===== config.mk =====
export PLATFORM = sky130hd
export DESIGN_NAME = aes_round_sequencer
export DESIGN_NICKNAME = d
export VERILOG_FILES = /design/src/rtl/aes_round_sequencer.sv
export SDC_FILE = /design/constraint.sdc
export NUM_CORES = 1
export LEC_CHECK = 0
export ABC_AREA = 1
export CELL_PAD_IN_SITES_DETAIL_PLACEMENT = 1
export CELL_PAD_IN_SITES_GLOBAL_PLACEMENT = 1
export CORE_UTILIZATION = 29
export CTS_CLUSTER_DIAMETER = 40
export DETAILED_ROUTE_END_ITERATION = 10
export PLACE_DENSITY_LB_ADDON = 0.1
export SYNTH_ARGS = -nofsm -noshare
export SYNTH_HDL_FRONTEND = slang
export SYNTH_SLANG_ARGS = --single-unit

===== constraint.sdc =====
create_clock -name clk -period 1.7 [get_ports clk]
set_clock_uncertainty 0.05 [all_clocks]
set_input_delay 0.34 -clock clk [delete_from_list [all_inputs] [get_ports clk]]
set_output_delay 0.34 -clock clk [all_outputs]
set_load 0.02 [all_outputs]

===== src/rtl/aes_round_sequencer.sv =====
// Round/cycle sequencer for the column-serial AES core; optional AES_SEQ_ERR_EN adds protocol checking.
// Latency: first in_ready 1 cycle after start, first out_valid 4*(NR+1)+1 cycles after start.
// Backpressure: none; upstream supplies one word per input cycle, results stream out unstalled.
module aes_round_sequencer #(
  parameter int NR    = 10,
  parameter int CNT_W = 5
) (
  input  logic             clk,
  input  logic             rst,
  input  logic             start,
  input  logic             mode_in,
  input  logic             in_valid,
  output logic             mode,
  output logic             busy,
  output logic             in_ready,
  output logic             out_valid,
  output logic [1:0]       count_cycle,
  output logic [CNT_W-1:0] count_cycle_number,
  output logic             idle_round,
  output logic             input_round,
  output logic             last_round,
  output logic             done_round,
  output logic [3:0]       key_idx,
  output logic             err
);

  localparam logic [CNT_W-1:0] LAST_N = CNT_W'(NR + 1);
  localparam logic [CNT_W-1:0] OUT_N  = CNT_W'(NR + 2);

  typedef enum logic [2:0] {
    PH_IDLE,
    PH_INPUT,
    PH_PROC,
    PH_LAST,
    PH_OUT
  } phase_t;

  phase_t           phase;
  logic [CNT_W-1:0] ccn_q, ccn_d;
  logic [1:0]       cc_q, cc_d;
  logic             mode_q, mode_d;
  logic             err_q, err_d;
  logic             abort;
  logic [3:0]       rnd;

  always_comb begin
    phase = PH_PROC;
    if (ccn_q == '0)          phase = PH_IDLE;
    else if (ccn_q == CNT_W'(1)) phase = PH_INPUT;
    else if (ccn_q == LAST_N) phase = PH_LAST;
    else if (ccn_q == OUT_N)  phase = PH_OUT;
  end

`ifdef AES_SEQ_ERR_EN
  // A start is only legal when idle or on the very last output cycle.
  assign abort = (phase == PH_INPUT && !in_valid) ||
                 (start && phase != PH_IDLE && !(phase == PH_OUT && cc_q == 2'd3));
`else
  logic unused_in_valid;
  assign unused_in_valid = in_valid;
  assign abort = 1'b0;
`endif

  always_comb begin
    ccn_d  = ccn_q;
    cc_d   = cc_q;
    mode_d = mode_q;
    err_d  = err_q;
    if (abort) begin
      ccn_d = '0;
      cc_d  = '0;
      err_d = 1'b1;
    end else begin
      case (phase)
        PH_IDLE: begin
          if (start) begin
            ccn_d  = CNT_W'(1);
            cc_d   = '0;
            mode_d = mode_in;
          end
        end
        PH_OUT: begin
          cc_d = cc_q + 2'd1;
          if (cc_q == 2'd3) begin
            if (start) begin
              ccn_d  = CNT_W'(1);
              mode_d = mode_in;
            end else begin
              ccn_d = '0;
            end
          end
        end
        default: begin
          cc_d = cc_q + 2'd1;
          if (cc_q == 2'd3) ccn_d = ccn_q + CNT_W'(1);
        end
      endcase
    end
  end

  always_ff @(posedge clk) begin
    if (rst) begin
      ccn_q  <= '0;
      cc_q   <= '0;
      mode_q <= 1'b0;
      err_q  <= 1'b0;
    end else begin
      ccn_q  <= ccn_d;
      cc_q   <= cc_d;
      mode_q <= mode_d;
      err_q  <= err_d;
    end
  end

  // Input round maps to index 0 (enc) / NR (dec); round k maps to k-1 / NR-(k-1).
  assign rnd = 4'(ccn_q - CNT_W'(1));

  always_comb begin
    key_idx = 4'd0;
    if (phase == PH_INPUT || phase == PH_PROC || phase == PH_LAST)
      key_idx = mode_q ? (4'(NR) - rnd) : rnd;
  end

  assign count_cycle        = cc_q;
  assign count_cycle_number = ccn_q;
  assign mode               = mode_q;
  assign err                = err_q;
  assign idle_round         = (phase == PH_IDLE);
  assign busy               = (phase != PH_IDLE);
  assign input_round        = (phase == PH_INPUT);
  assign last_round         = (phase == PH_LAST);
  assign done_round         = (phase == PH_OUT);
  assign in_ready           = input_round;
  assign out_valid          = done_round;

endmodule

# After elaboration in Yosys (flattened, before gate mapping)
# Index checks and enable logic that the tools add are counted.
# word_totals
reg_bits	8
output_inout_bits	20
elab_cells	42
# op_classes
add_sub_neg	4
eq_ne	10
n_mux	16
reduce_logical	9
# op_table
operator	n
2-to-1 mux 5 bit	3
2-to-1 mux 3 bit	4
== test 5 x 4 -> 1 bit, second input constant	2
one-hot mux 5 bit (2 select lines)	1
2-to-1 mux 4 bit	2
== test 3 x 2 -> 1 bit, second input constant	2
adder 5 x 1 -> 5 bit, second input constant	1
== test 5 x 1 -> 1 bit, second input constant	1
logical NOT 5 bit	1
2-to-1 mux 2 bit	2
nonzero test 2 bit	2
subtractor 4 x 1 -> 4 bit, second input constant	1
subtractor 4 bit, first input constant	1
== test 3 x 1 -> 1 bit, second input constant	1
== test 3 bit, second input constant	1
logical NOT 3 bit	1
2-to-1 mux 1 bit	3
AND reduction 3 bit	1
nonzero test 3 bit	1
adder 2 x 1 -> 2 bit, second input constant	1
== test 2 bit, second input constant	1
logical OR 1 bit	2
inequality test 2 x 1 -> 1 bit, second input constant	1
inequality test 2 bit, second input constant	1
2 further kinds	2

# Logic depth before layout (Yosys ltp)
# depth
word_depth	9
depth_mapped	10

# Worst setup path before layout
# No wires, ideal clock.
# synth_timing
kind	register to output
from	reg ccn_q[0] (netlist: count_cycle_number[0])
to	out key_idx[2]
t_arrival_ns	1.628
required_ns	1.310
path_slack_ns	-0.318
stages_incl_launch_ff	8
n_path_buf	0
path_cell_list	dfxtp_1 -> inv_1 -> ha_1 -> inv_2 -> nor2_4 -> nand2_4 -> nand2_2 -> a21oi_1
# synth_between
elab_chain_cells	9
elab_cells_between_ends	17
classes_between	add/sub: 2; eq/ne: 6; mux: 6; reduce/logical: 3
# synth_rtl
element	line_no	source
from (decl)	39	logic [CNT_W-1:0] ccn_q, ccn_d;
from (signal assigned)	108	ccn_q <= ccn_d;
branches (longest 8 deep; another with subtractor 4 x 1 -> 4 bit)	-	
2-to-1 mux 4 bit *	120	if (phase == PH_INPUT || phase == PH_PROC || phase == PH_LAST)
to (decl)	23	output logic [3:0] key_idx,
# Mark *: on every way between the ends.

# Worst setup path after layout
# layout_timing
from	reg ccn_q[1] (netlist: count_cycle_number[1])
to	out key_idx[3]
# Same word-level chain as after synthesis.

==> results.sh <==
export IMPL_outcome="finished with violations"
export IMPL_violations="setup timing"
export IMPL_worstSetupEndpoint="key_idx[3]"
export IMPL_synth_avg_cell_area_um2=6.62
export IMPL_worstReg2RegEnd="count_cycle_number[4]"
export IMPL_stdcell_count=187
export IMPL_critical_path_cell_chain="inv_4, ha_4, o21a_1, nand2_2, nand2_2, nand2_2, nor2_4, buf_6"
export IMPL_period_needed_ps=1940
export IMPL_nets=170
export IMPL_detail_route_drc_violations=0
export IMPL_grt_pass1_wl_mm=4.71
export IMPL_syn_instance_count=106
export IMPL_power_density_mw_per_mm2=2090
export IMPL_irDropWorstVdd_mv=1.37
export IMPL_path_class="reg2out"
export IMPL_clock_sinks=8
export IMPL_cp_required_ps=1310
export IMPL_switching_share=0.484
export IMPL_io_pins=25
export IMPL_wl_per_cell_um=17.0
export IMPL_ant_nets=0
export IMPL_ys_ff_latch=8
export IMPL_path_delay_family="flip-flops"
export IMPL_place_inst=173
export IMPL_finalMaxSlewViolations=0
export IMPL_power_leakage_nw=0.678
export IMPL_seqPwrFrac=0.105
export IMPL_clk_pin_slew_worst_paths_ps=60
export IMPL_r2r_start="count_cycle_number[0]"
export IMPL_yosys_area_top_type_share=0.228
export IMPL_p_int_mw=1.54
export IMPL_crit_path_frequent_cell="nand2_2"
export IMPL_switchingPower_mw=1.44
export IMPL_die_y_um=51.2
export IMPL_rsz0062_at_grt="true"
export IMPL_grt_total_usage=0.251
export IMPL_hp_class="reg2reg"
export IMPL_most_common_layout_cells="buf_4 (24), nand2_1 (18), buf_6 (13)"
export IMPL_drive_gt1_frac=0.560
export IMPL_final_seq_area_um2=169
export IMPL_arrival_ps=1550
export IMPL_fillCellCount=286
export IMPL_cp_max_fo=3
export IMPL_ys_top_cells_by_area="dfxtp_1 (23%), nand2_1 (12%), ha_1 (8.9%)"
export IMPL_clk_latency_ps=280
export IMPL_dp_hpwl_mm=1.86
export IMPL_cts_tree="yes"
export IMPL_grt_pass1_vias=921
export IMPL_routabilityCongestion=0.800
export IMPL_initial_utilization=0.311
export IMPL_die_width_um=51.2
export IMPL_core_mm2=0.00225
export IMPL_diodes=0
export IMPL_cpMaxStageDelayCell="dfxtp_2"
export IMPL_syn_nets=116
export IMPL_crit_path_max_incr_delay_ps=360
export IMPL_dieArea_mm2=0.00262
export IMPL_rows=17
export IMPL_startpoint_type="register"
export IMPL_dp_slack_ps=-545
export IMPL_path_buf_inv=2
export IMPL_synthesis_area_um2=702
export IMPL_cts_buffers_inserted=3
export IMPL_rrSetupSlack_ps=-30
export IMPL_clockBufferDepth=2
export IMPL_yosysWarnings=0
export IMPL_finalCritPeriodShare=1.14
export IMPL_drt_pass1_iterations=4
export IMPL_crit_cells=8
export IMPL_pwr_share_comb=0.837
export IMPL_end_kind="output pin"
export IMPL_cts_root_buf="clkbuf_4"
export IMPL_final_common_cell="buf_4"
export IMPL_syn_to_final_growth_pct=103
export IMPL_drt_iter0_markers=6
export IMPL_max_clock_freq_mhz=515
export IMPL_power_mw=2.98
export IMPL_reg2reg_depth=12
export IMPL_setup_viol=14
export IMPL_dr_total_vias=912
export IMPL_yosysTopAreaCell="dfxtp_1"
export IMPL_hold_violations=0
export IMPL_startpoint="count_cycle_number[1]"
export IMPL_h_tree_depth=1
export IMPL_place_port_buffers=22
export IMPL_multi_input_area_um2=619
export IMPL_ys_seq_area_frac=0.228
export IMPL_wl_mm=3.17
export IMPL_pwr_share_clk=0.059
export IMPL_finalWorstSetupSlack_ps=-242
export IMPL_grt_ovfl_total=0
export IMPL_synth_cell_type_count=26
export IMPL_grt_start_max_net_pins=10
export IMPL_antenna_found_initial=0
export IMPL_vias_per_cell=4.88
export IMPL_max_cap_violations=0
## power by group through the flow
stage / clock (mW) / sequential [mW] / combinational (mW)
2_1_floorplan: 0 / 0.383 / 0.896
3_3_place_gp: 0 / 0.294 / 1.68
3_5_place_dp: 0 / 0.298 / 1.73
4_1_cts: 0.167 / 0.307 / 2.21
5_1_grt: 0.187 / 0.321 / 2.63
6_report: 0.174 / 0.312 / 2.49
## metrics by stage
step                area (um^2)  hold WS, ps  utilization  TNS, ps
finish                     1430          456        0.633    -1980
global route               1430          503        0.633    -2890
CTS                        1330          456        0.589    -1300
detailed placement         1130          443        0.503    -3920
global placement           1130          418        0.503    -3500
floorplan                   743          352            -    -18.5
## layer usage
layer  up-vias  GRT usage  share of wire
li1        439          -              -
met1       453      0.301           0.42
met2        15      0.439           0.54
met3         5     0.0506          0.025
met4         0     0.0880          0.014
met5         -          0              0
## repair_timing
action,in CTS,in global routing
cloned,0,0
setup buffers,6,4
resized for setup,96,17
hold buffers,0,0
endpoints found under the setup margin,17,17
pin swaps,7,16
## how the worst min path moves through the flow
| stage | end | depth (start not counted) | startpoint | slack (ps) |
|---|---|---|---|---|
| floorplan | count_cycle_number[4] | 1 | rst | 350 |
| global placement | count_cycle[0] | 1 | count_cycle[0] | 420 |
| detailed placement | count_cycle[0] | 1 | count_cycle[0] | 440 |
| CTS | count_cycle[0] | 1 | count_cycle[0] | 460 |
| global route | count_cycle[0] | 1 | count_cycle[0] | 500 |
| finish | count_cycle[1] | 2 | count_cycle[1] | 460 |
## cells by family (layout without fill, tap and decap cells)
group | count (synthesis) | after routing | share of synthesized area
buffers and inverters | 19 | 72 | 0.128
adder cells (fa/ha/maj) | 5 | 5 | 0.0891
AND/OR/NAND/NOR | 59 | 59 | 0.421
flip-flops | 8 | 8 | 0.228
AO/OA/AOI/OAI | 12 | 12 | 0.103
other | 1 | 1 | 0.00534
XOR/XNOR | 2 | 2 | 0.0250
## registers in the layout (all words and copies together), names as in the netlist
register / cells
count_cycle_number: 5
count_cycle: 2
mode: 1
## synthesized netlist by cell type (all sizes together)
library cell  number
conb               1
o21ai              3
nand3              8
buf                4
xnor2              1
o21a               1
xor2               1
a21o               1
nand2             29
nor3               1
dfxtp              8
ha                 5
a21oi              7
nand4              3
nor2              18
inv               15
## tightest hold or removal path, stage by stage (launching register included)
cell     delay [ps]
dfxtp_1         320
nand3_1          80
a21oi_1          50
## final cells by class
| cell class | count | area share |
|---|---|---|
| multi-input cells | 79 | 0.434 |
| inverters | 15 | 0.0500 |
| flip-flops and latches | 8 | 0.118 |
| repair buffers | 53 | 0.355 |
| well taps | 28 | 0.0245 |
| clock buffers | 4 | 0.0184 |
Note: power is estimated with default switching activity, not from simulation.
